<file path="src/rtl/nf10_axil_master.sv">
// Single-outstanding AXI4-Lite master: turns a cmd/rsp handshake pair into one AXI-Lite
// read or write. Optional response watchdog enabled by defining AXIL_MASTER_TIMEOUT_EN.
module nf10_axil_master #(
    parameter int C_M_AXI_ADDR_WIDTH = 32,
    parameter int C_M_AXI_DATA_WIDTH = 32,
    parameter int C_TIMEOUT_CYCLES   = 1024
) (
    input  logic                            M_AXI_ACLK,
    input  logic                            M_AXI_ARESETN,
    output logic [C_M_AXI_ADDR_WIDTH-1:0]   M_AXI_AWADDR,
    output logic                            M_AXI_AWVALID,
    input  logic                            M_AXI_AWREADY,
    output logic [C_M_AXI_DATA_WIDTH-1:0]   M_AXI_WDATA,
    output logic [C_M_AXI_DATA_WIDTH/8-1:0] M_AXI_WSTRB,
    output logic                            M_AXI_WVALID,
    input  logic                            M_AXI_WREADY,
    input  logic [1:0]                      M_AXI_BRESP,
    input  logic                            M_AXI_BVALID,
    output logic                            M_AXI_BREADY,
    output logic [C_M_AXI_ADDR_WIDTH-1:0]   M_AXI_ARADDR,
    output logic                            M_AXI_ARVALID,
    input  logic                            M_AXI_ARREADY,
    input  logic [C_M_AXI_DATA_WIDTH-1:0]   M_AXI_RDATA,
    input  logic [1:0]                      M_AXI_RRESP,
    input  logic                            M_AXI_RVALID,
    output logic                            M_AXI_RREADY,
    input  logic                            cmd_valid,
    output logic                            cmd_ready,
    input  logic                            cmd_rnw,
    input  logic [C_M_AXI_ADDR_WIDTH-1:0]   cmd_addr,
    input  logic [C_M_AXI_DATA_WIDTH-1:0]   cmd_wdata,
    input  logic [C_M_AXI_DATA_WIDTH/8-1:0] cmd_wstrb,
    output logic                            rsp_valid,
    input  logic                            rsp_ready,
    output logic [C_M_AXI_DATA_WIDTH-1:0]   rsp_rdata,
    output logic [1:0]                      rsp_resp
);

    typedef enum logic [2:0] {IDLE, WR_REQ, WR_RESP, RD_REQ, RD_RESP, DONE} state_t;

    state_t                            state, state_nxt;
    logic [C_M_AXI_ADDR_WIDTH-1:0]     addr_q;
    logic [C_M_AXI_DATA_WIDTH-1:0]     wdata_q, rdata_q;
    logic [C_M_AXI_DATA_WIDTH/8-1:0]   wstrb_q;
    logic [1:0]                        resp_q;
    logic                              aw_done, w_done;
    logic                              cmd_hs, aw_hs, w_hs, ar_hs, b_hs, r_hs, tmo;

    assign cmd_hs = cmd_valid && cmd_ready;
    assign aw_hs  = M_AXI_AWVALID && M_AXI_AWREADY;
    assign w_hs   = M_AXI_WVALID && M_AXI_WREADY;
    assign ar_hs  = M_AXI_ARVALID && M_AXI_ARREADY;
    assign b_hs   = M_AXI_BVALID && M_AXI_BREADY;
    assign r_hs   = M_AXI_RVALID && M_AXI_RREADY;

`ifdef AXIL_MASTER_TIMEOUT_EN
    localparam int CNT_W = $clog2(C_TIMEOUT_CYCLES + 1);
    logic [CNT_W-1:0] tmo_cnt;
    logic             busy;

    assign busy = state inside {WR_REQ, WR_RESP, RD_REQ, RD_RESP};
    assign tmo  = busy && (tmo_cnt == CNT_W'(C_TIMEOUT_CYCLES - 1));

    // Restarts on every state change so each phase gets the full budget.
    always_ff @(posedge M_AXI_ACLK or negedge M_AXI_ARESETN) begin
        if (!M_AXI_ARESETN)                   tmo_cnt <= '0;
        else if (!busy || state_nxt != state) tmo_cnt <= '0;
        else                                  tmo_cnt <= tmo_cnt + 1'b1;
    end
`else
    assign tmo = 1'b0;
`endif

    always_ff @(posedge M_AXI_ACLK or negedge M_AXI_ARESETN) begin
        if (!M_AXI_ARESETN) state <= IDLE;
        else                state <= state_nxt;
    end

    always_comb begin
        state_nxt = state;
        case (state)
            IDLE:    if (cmd_hs) state_nxt = cmd_rnw ? RD_REQ : WR_REQ;
            WR_REQ:  if ((aw_done || aw_hs) && (w_done || w_hs)) state_nxt = WR_RESP;
                     else if (tmo)                              state_nxt = DONE;
            WR_RESP: if (b_hs || tmo)  state_nxt = DONE;
            RD_REQ:  if (ar_hs)        state_nxt = RD_RESP;
                     else if (tmo)     state_nxt = DONE;
            RD_RESP: if (r_hs || tmo)  state_nxt = DONE;
            DONE:    if (rsp_ready)    state_nxt = IDLE;
            default:                   state_nxt = IDLE;
        endcase
    end

    // Readies are gated by reset so nothing is consumed while the block is held.
    always_comb begin
        cmd_ready     = M_AXI_ARESETN && (state == IDLE);
        M_AXI_AWVALID = (state == WR_REQ) && !aw_done;
        M_AXI_WVALID  = (state == WR_REQ) && !w_done;
        M_AXI_ARVALID = (state == RD_REQ);
        M_AXI_BREADY  = M_AXI_ARESETN && (state == IDLE || state == WR_RESP);
        M_AXI_RREADY  = M_AXI_ARESETN && (state == IDLE || state == RD_RESP);
        rsp_valid     = (state == DONE);
    end

    always_ff @(posedge M_AXI_ACLK or negedge M_AXI_ARESETN) begin
        if (!M_AXI_ARESETN) begin
            addr_q  <= '0;
            wdata_q <= '0;
            wstrb_q <= '0;
            aw_done <= 1'b0;
            w_done  <= 1'b0;
            rdata_q <= '0;
            resp_q  <= 2'b00;
        end else begin
            if (cmd_hs) begin
                addr_q  <= cmd_addr;
                wdata_q <= cmd_wdata;
                wstrb_q <= cmd_wstrb;
            end
            aw_done <= (state == WR_REQ) && (aw_done || aw_hs);
            w_done  <= (state == WR_REQ) && (w_done || w_hs);
            if (state == WR_RESP && b_hs) begin
                resp_q  <= M_AXI_BRESP;
                rdata_q <= '0;
            end else if (state == RD_RESP && r_hs) begin
                resp_q  <= M_AXI_RRESP;
                rdata_q <= M_AXI_RDATA;
            end else if (state != DONE && state_nxt == DONE) begin
                resp_q  <= 2'b11;
                rdata_q <= '0;
            end
        end
    end

    assign M_AXI_AWADDR = addr_q;
    assign M_AXI_ARADDR = addr_q;
    assign M_AXI_WDATA  = wdata_q;
    assign M_AXI_WSTRB  = wstrb_q;
    assign rsp_rdata    = rdata_q;
    assign rsp_resp     = resp_q;

endmodule

</file>
<file path="config.mk">
export PLATFORM = sky130hd
export DESIGN_NAME = nf10_axil_master
export DESIGN_NICKNAME = d
export VERILOG_FILES = /design/src/rtl/nf10_axil_master.sv
export SDC_FILE = /design/constraint.sdc
export NUM_CORES = 1
export LEC_CHECK = 0
export BUFFER_PORTS_ARGS = -buffer_cell sky130_fd_sc_hd__buf_2
export CORE_MARGIN = 1.5
export CORE_UTILIZATION = 47
export CTS_CLUSTER_DIAMETER = 30
export DETAILED_ROUTE_END_ITERATION = 8
export PLACE_DENSITY = 0.85
export SKIP_CTS_REPAIR_TIMING = 1
export SYNTH_ARGS = -nofsm -noshare
export SYNTH_HDL_FRONTEND = slang
export SYNTH_SLANG_ARGS = --single-unit
</file>
<file path="constraint.sdc">
create_clock -name M_AXI_ACLK -period 2.9 [get_ports M_AXI_ACLK]
set_input_delay 0.58 -clock M_AXI_ACLK [delete_from_list [all_inputs] [get_ports M_AXI_ACLK]]
set_output_delay 0.58 -clock M_AXI_ACLK [all_outputs]
set_load 0.03 [all_outputs]
</file>
==> results of run 1 <==
==> cells by family (layout without fill, tap and decap cells) <==
kind of cell,Yosys count,count (layout),share of synthesized area (%)
flops,107,107,61.0
buf+inv,56,281,9.18
simple gates,28,28,4.28
compound gates,40,40,7.87
mux,68,68,17.6
==> per-stage QoR <==
| stage | hold WS, ps | std cells | utilization, % | instance area (µm²) | worst slack (ps) |
|---|---|---|---|---|---|
| 6_report | 323 | 635 | 61.7 | 5640 | 624 |
| 5_1_grt | 369 | 635 | 61.7 | 5640 | 474 |
| 4_1_cts | 334 | 635 | 61.7 | 5640 | 585 |
| 3_5_place_dp | 486 | 619 | 59.8 | 5470 | 788 |
| 3_3_place_gp | 483 | 619 | 59.8 | 5470 | 825 |
| 2_1_floorplan | 284 | 299 | - | 4390 | 917 |
==> worst paths after layout <==
| path | depth (start not counted) | start | slack [ps] | to |
|---|---|---|---|---|
| worst max register to register | 4 | state[1] | 910 | M_AXI_ARADDR[29] |
| min in group M_AXI_ACLK | 2 | M_AXI_RDATA[9] | 430 | rsp_rdata[9] |
| worst min-delay path | 2 | M_AXI_ARESETN | 320 | rsp_rdata[30] |
| worst max-delay path | 3 | state[1] | 620 | M_AXI_AWVALID |
| max in group asynchronous | 3 | M_AXI_ARESETN | 1370 | rsp_rdata[15] |
| worst min register to register | 1 | M_AXI_WDATA[1] | 510 | M_AXI_WDATA[1] |
==> worst reg2reg max path: stages (launching register included) <==
cell and delay, ps:
dfrtp_1 510, nor3b_4 300, nand3b_4 390, buf_12 360
mux2_2 320
==> layer usage <==
layer	up-vias	track usage, %
met5	-	0
met4	0	6.39
met3	13	4.64
met2	135	35.4
met1	1572	22.3
li1	1461	-
==> synthesized netlist by cell type <==
master	count	share of area [%]
a21o_1	1	0.17
a221oi_1	2	0.40
a22o_1	32	6.4
a32oi_1	1	0.20
and3_1	1	0.14
and3_2	1	0.17
and3b_2	1	0.23
buf_2	7	0.80
buf_4	35	6.0
buf_6	7	1.8
clkbuf_1	1	0.085
dfrtp_1	107	61
inv_1	6	0.51
mux2_2	66	17
mux2_4	2	0.68
nand2_1	2	0.17
nand2b_1	2	0.29
nand3b_1	4	0.68
nand3b_4	1	0.46
nor2_1	8	0.68
nor3_1	3	0.34
nor3b_1	2	0.34
nor3b_4	1	0.43
o2111ai_1	1	0.20
o211ai_2	1	0.29
o21ai_0	2	0.23
or3_1	1	0.14
or3b_1	1	0.20
==> registers in the layout (all words and copies together) (netlist names) <==
signal	count
M_AXI_ARADDR	32
M_AXI_WDATA	32
rsp_rdata	32
M_AXI_WSTRB	4
state	3
rsp_resp	2
aw_done	1
w_done	1
==> power breakdown <==
| group | internal [mW] | switching (mW) | total (mW) |
|---|---|---|---|
| Sequential | 2.24 | 0.460 | 2.70 |
| Clock | 0.321 | 0.509 | 0.831 |
| Combinational | 1.44 | 2.84 | 4.28 |
==> cell type report <==
type,count,area share [%]
inverters,6,0.399
clock buffers,9,2.20
flip-flops and latches,107,47.5
clock inverters,7,0.887
multi-input cells,136,23.1
repair buffers,259,23.5
well taps,111,2.46
==> results by group, run 1 <==
Timing
  – Setup violations, final: 0
  – Worst Skew: 13.3 ps
  – Slew HR: 49.5%
  – RSZ-0062 raised after global routing: no
  – Max frequency: 0.439 GHz
  – Worst-Margin Slew: about 760 ps
  – Fin. max-slew vios: 0
  – TNS Setup: 0 ps
  – Tmin final: ~2300 ps
  – Fin crit share: between 70% and 80%
  – Final hold violations: 0

Cells and area
  – Most common cell after layout, fill and taps aside: buf_2
  – P&R area growth vs syn: 28.6%
  – # fillers: 761
  – Multi-input logic area: 1310 µm²
  – Fraction of layout cells with a size suffix above 1: 66.4%
  – Sequential cell area: around 2700 µm²
  – Antenna cell count: 0
  – Commonest cells after routing, fill and taps aside: buf_2, dfrtp_1, mux2_2
  – Nets@finish: 633

GRT
  – Largest net degree at the start of global routing: 62
  – GR Util All Layers: between 10% and 20%
  – Initial antenna violation count: 0
  – Vias in the first global route: approximately 3.2k
  – Global-route wire length before repair: 15200 µm
  – Total gr overflow: 0

Job
  – Max cap viols: 0

Critical path
  – WP buf/inv: 1
  – CP startpoint kind: flip-flop
  – Req. time, crit path: 2320 ps
  – CP arrival: 1700 ps
  – CP max stage cell: dfrtp_1
  – CP top delay family: simple AND/OR/NAND/NOR gates
  – CP max stage delay: 510 ps
  – Crit-path cells: or3b_1 -> nor2_1 -> buf_2
  – Worst-path maximum fanout: 10
  – Critical path type: reg2out
  – CP Capture Type: output pin

Detailed routing
  – DRC Markers: 0
  – Drt first pass iters: 4
  – Vias per inst: 5.01
  – DRT antenna net count: 0
  – WL final: 9820 µm
  – WL/cell: roughly 15 µm
  – Via count: 3181
  – Top Metal Used: met4
  – WL met3: ~620 µm
  – Starting DRT DRC Count: 74
  – Wire length on met2: 5280 µm
  – Met1 wire length: 3800 µm

Synth
  – Yosys synthesis warning count: 0
  – Syn Area/Cell: 14.7 µm²
  – Sequential-to-total area share from yosys stat: 61.0%
  – Mapped Cells: 299
  – #FFs+latches synth: roughly 110
  – Mapped Area: 4390 µm²
  – Post-synth net total: approximately 410
  – Synth unique cells: 28

Die
  – # rows: 35
  – Core Area: 9150 µm²
  – DIE HEIGHT: 99.6 µm
  – Starting density of the core: 47.9%
  – DIE AREA: around 9900 µm²
  – Io pins: 255
  – Die Wd: 99.6 µm

Clocking
  – Clock tree buffer depth: 2
  – CTS root buffer: clkbuf_8
  – CTS clk-pin slew, worst paths: 110 ps
  – Number of buffers created by CTS: 9
  – Clock Latency Late Sink: ~360 ps
  – Clk sink count: 107
  – TritonCTS clock tree: built
  – CTS H-tree depth: 3

Place
  – Final HPWL DP: 7420 µm
  – Port-buffer cells: 254
  – Gpl congestion: approximately 0.79

Pwr
  – Total power: ~8 mW
  – Lkg Pwr: 3.04 nW
  – Pwr dens: 1380 nW/µm²
  – Max VDD drop: 0.563 mV

Status
  – Outcome: completed

Worst hold path
  – Hold WC Path Type: in2async
No activity file was read; power rests on OpenSTA's default activity.
==> run 2, diff against run 1 <==
Settings changed: CORE_UTILIZATION 47 to 44, PLACE_DENSITY 0.85 to 0.8.
Clock period 2.9 ns to 2.35 ns, I/O delays scaled along.
==> results by group, run 2 (synthesized netlist as in run 1, its figures left out) <==
GRT
  – GRT met1 Usage: 20.9% (-1.3 points)
  – M3 GR Usage: 4.07% (-0.57 points)
  – Total gr overflow: 0 (unchanged)
  – GRT met2 Usage: 31.4% (-4.0 points)
  – Largest net degree at the start of global routing: 71 (+15%)
  – Vias in the first global route: 3018 (-4.6%)
  – GR Util All Layers: 18.0% (-1.4 points)
  – Global-route wire length before repair: 14400 µm (-4.9%)
  – Most crowded layer after global routing: met2
  – Initial antenna violation count: 0 (unchanged)

Timing
  – TNS Setup: 0 ps (unchanged)
  – Setup violations, final: 0 (unchanged)
  – Tmin final: approximately 2200 ps
  – Slew HR: 42.7% (-6.8 points)
  – RSZ-0062 raised after global routing: no
  – Final hold violations: 0 (unchanged)
  – Hold_ws: 193 ps (-130 ps)
  – Fin crit share: between 90 and 100%
  – Worst-Margin Slew: 859 ps (+102 ps)
  – Max frequency: 0.459 GHz
  – Fin. max-slew vios: 0 (unchanged)
  – Worst Skew: 9.38 ps (-3.95 ps)

Clocking
  – Clk sink count: 107 (unchanged)
  – CTS clk-pin slew, worst paths: 100 ps (about the same)
  – Clock Latency Late Sink: 360 ps (about the same)
  – CTS H-tree depth: 3 (unchanged)
  – TritonCTS clock tree: built
  – Clock tree buffer depth: 2 (unchanged)
  – CTS root buffer: clkbuf_8
  – Number of buffers created by CTS: 9 (unchanged)

Critical path
  – Crit-path cells: or3b_1 -> nor2_1 -> buf_2
  – Req. time, crit path: 1880 ps (-440 ps)
  – Worst-path maximum fanout: 10 (unchanged)
  – CP startpoint kind: flip-flop
  – Critical R2R Launch: state[1]
  – CP Capture Type: output pin
  – Flop-to-flop setup slack: 490 ps (-420 ps)
  – Critical path type: reg2out
  – CP max stage cell: or3b_1
  – CP arrival: 1710 ps (about the same)
  – R2R cell count: 4 (unchanged)
  – CP max stage delay: 510 ps (about the same)
  – Reg-to-reg endpoint: M_AXI_WDATA[25]

Worst hold path
  – Hold WC Path Type: in2async

Place
  – Post-Place Cells: 642 (+3.7%)
  – Dpl cell area: 5520 µm² (+0.87%)
  – Gpl congestion: 0.788 (+0.27%)
  – Port-buffer cells: 254 (unchanged)
  – Final HPWL DP: 7540 µm (+1.6%)

Die
  – # rows: 36 (+2.9%)
  – Core Area: 9730 µm² (+6.3%)
  – Io pins: 255 (unchanged)
  – Starting density of the core: 45.1% (-2.8 points)
  – Die Wd: 103 µm (+3.3%)
  – DIE AREA: 10600 µm² (+6.6%)
  – DIE HEIGHT: 103 µm (+3.3%)

Detailed routing
  – DRT antenna net count: 0 (unchanged)
  – WL final: 9930 µm (+1.1%)
  – Drt first pass iters: 4 (unchanged)
  – WL/cell: 15.1 µm (-2.4%)
  – Starting DRT DRC Count: 85 (+15%)
  – Via count: 3199 (+0.57%)
  – DRC Markers: 0 (unchanged)
  – Vias per inst: 4.86 (-2.9%)

Pwr
  – Max VDD drop: 0.688 mV (+22%)
  – Seq pwr share: 33.4% (-1.1 points)
  – Sw frac: 47.0% (-1.8 points)
  – Power Internal: 5.29 mW (+32%)
  – Lkg Pwr: 3.08 nW (+1.3%)
  – Power share of the combinational group: 53.1% (-1.7 points)
  – Clock Power Share: 13.5% (+2.9 points)
  – Psw: 4.70 mW (+23%)
  – Pwr dens: 1730 nW/µm² (+25%)

Cells and area
  – Fraction of layout cells with a size suffix above 1: 66.5% (about the same)
  – Commonest cells after routing, fill and taps aside: buf_2, dfrtp_1, mux2_2
  – Antenna cell count: 0 (unchanged)
  – Final Non-Filler Cells: 658 (+3.6%)
  – P&R area growth vs syn: 31.4%
  – Nets@finish: 634 (+0.16%)
  – Fin area: 5770 µm² (+2.2%)
  – Most common cell after layout, fill and taps aside: buf_2

Status
  – Outcome: completed

Job
  – Max cap viols: 0 (unchanged)
-- run 2: changes by cell type in the layout (fill, tap and decap cells not counted), sizes merged --
cell and delta:
buf +1, bufinv +3, clkbuf +1, clkinv -2
clkinvlp +1, inv -3
-- run 2: power groups by stage --
stage          Combinational [mW]  Clock [mW]  Sequential, mW
5_1_grt                      5.63        1.46            3.47
4_1_cts                      5.36        1.39            3.34
3_5_place_dp                 5.36           0            3.37
6_report                     5.31        1.35            3.34
3_3_place_gp                 5.27           0            3.33
2_1_floorplan                2.40           0            5.08
-- run 2: critical path: cells and delay by family, from the launching register on --
family        cells  cell delay [ps]
simple gates      2              640
flops             1              500
buf+inv           1              210
-- run 2: area by class of cell --
class | count | area, µm²
fillers | 817 | 3960
flip-flops and latches | 107 | 2680
repair buffers | 260 | 1340
multi-input cells | 136 | 1310
well taps | 133 | 166
clock buffers | 10 | 138
clock inverters | 6 | 111
inverters | 6 | 22.5
-- run 2: worst max-delay path by stage --
stage                        from               end  slack, ps  cells past startpoint
floorplan                state[1]     M_AXI_AWVALID        480                      4
global placement    M_AXI_ARESETN  M_AXI_ARADDR[23]        450                      5
global route             state[1]     M_AXI_AWVALID         80                      3
finish                   state[1]     M_AXI_AWVALID        170                      3
CTS                      state[1]     M_AXI_AWVALID        130                      3
detailed placement  M_AXI_ARESETN   M_AXI_WDATA[21]        410                      5
-- run 2: stage by stage --
step	total power [mW]	worst slack, ps	utilization [%]
after global routing	10.6	81.1	59.3
after global placement	8.60	445	56.7
after detailed placement	8.73	408	56.7
after CTS	10.1	133	59.3
after floorplan	7.48	477	-
final	9.99	173	59.3
-- run 2: per-layer routing --
metal,up-vias,part of all wire (%)
li1,1468,-
met1,1549,38
met2,162,52
met3,20,7.6
met4,0,2.5
met5,-,0
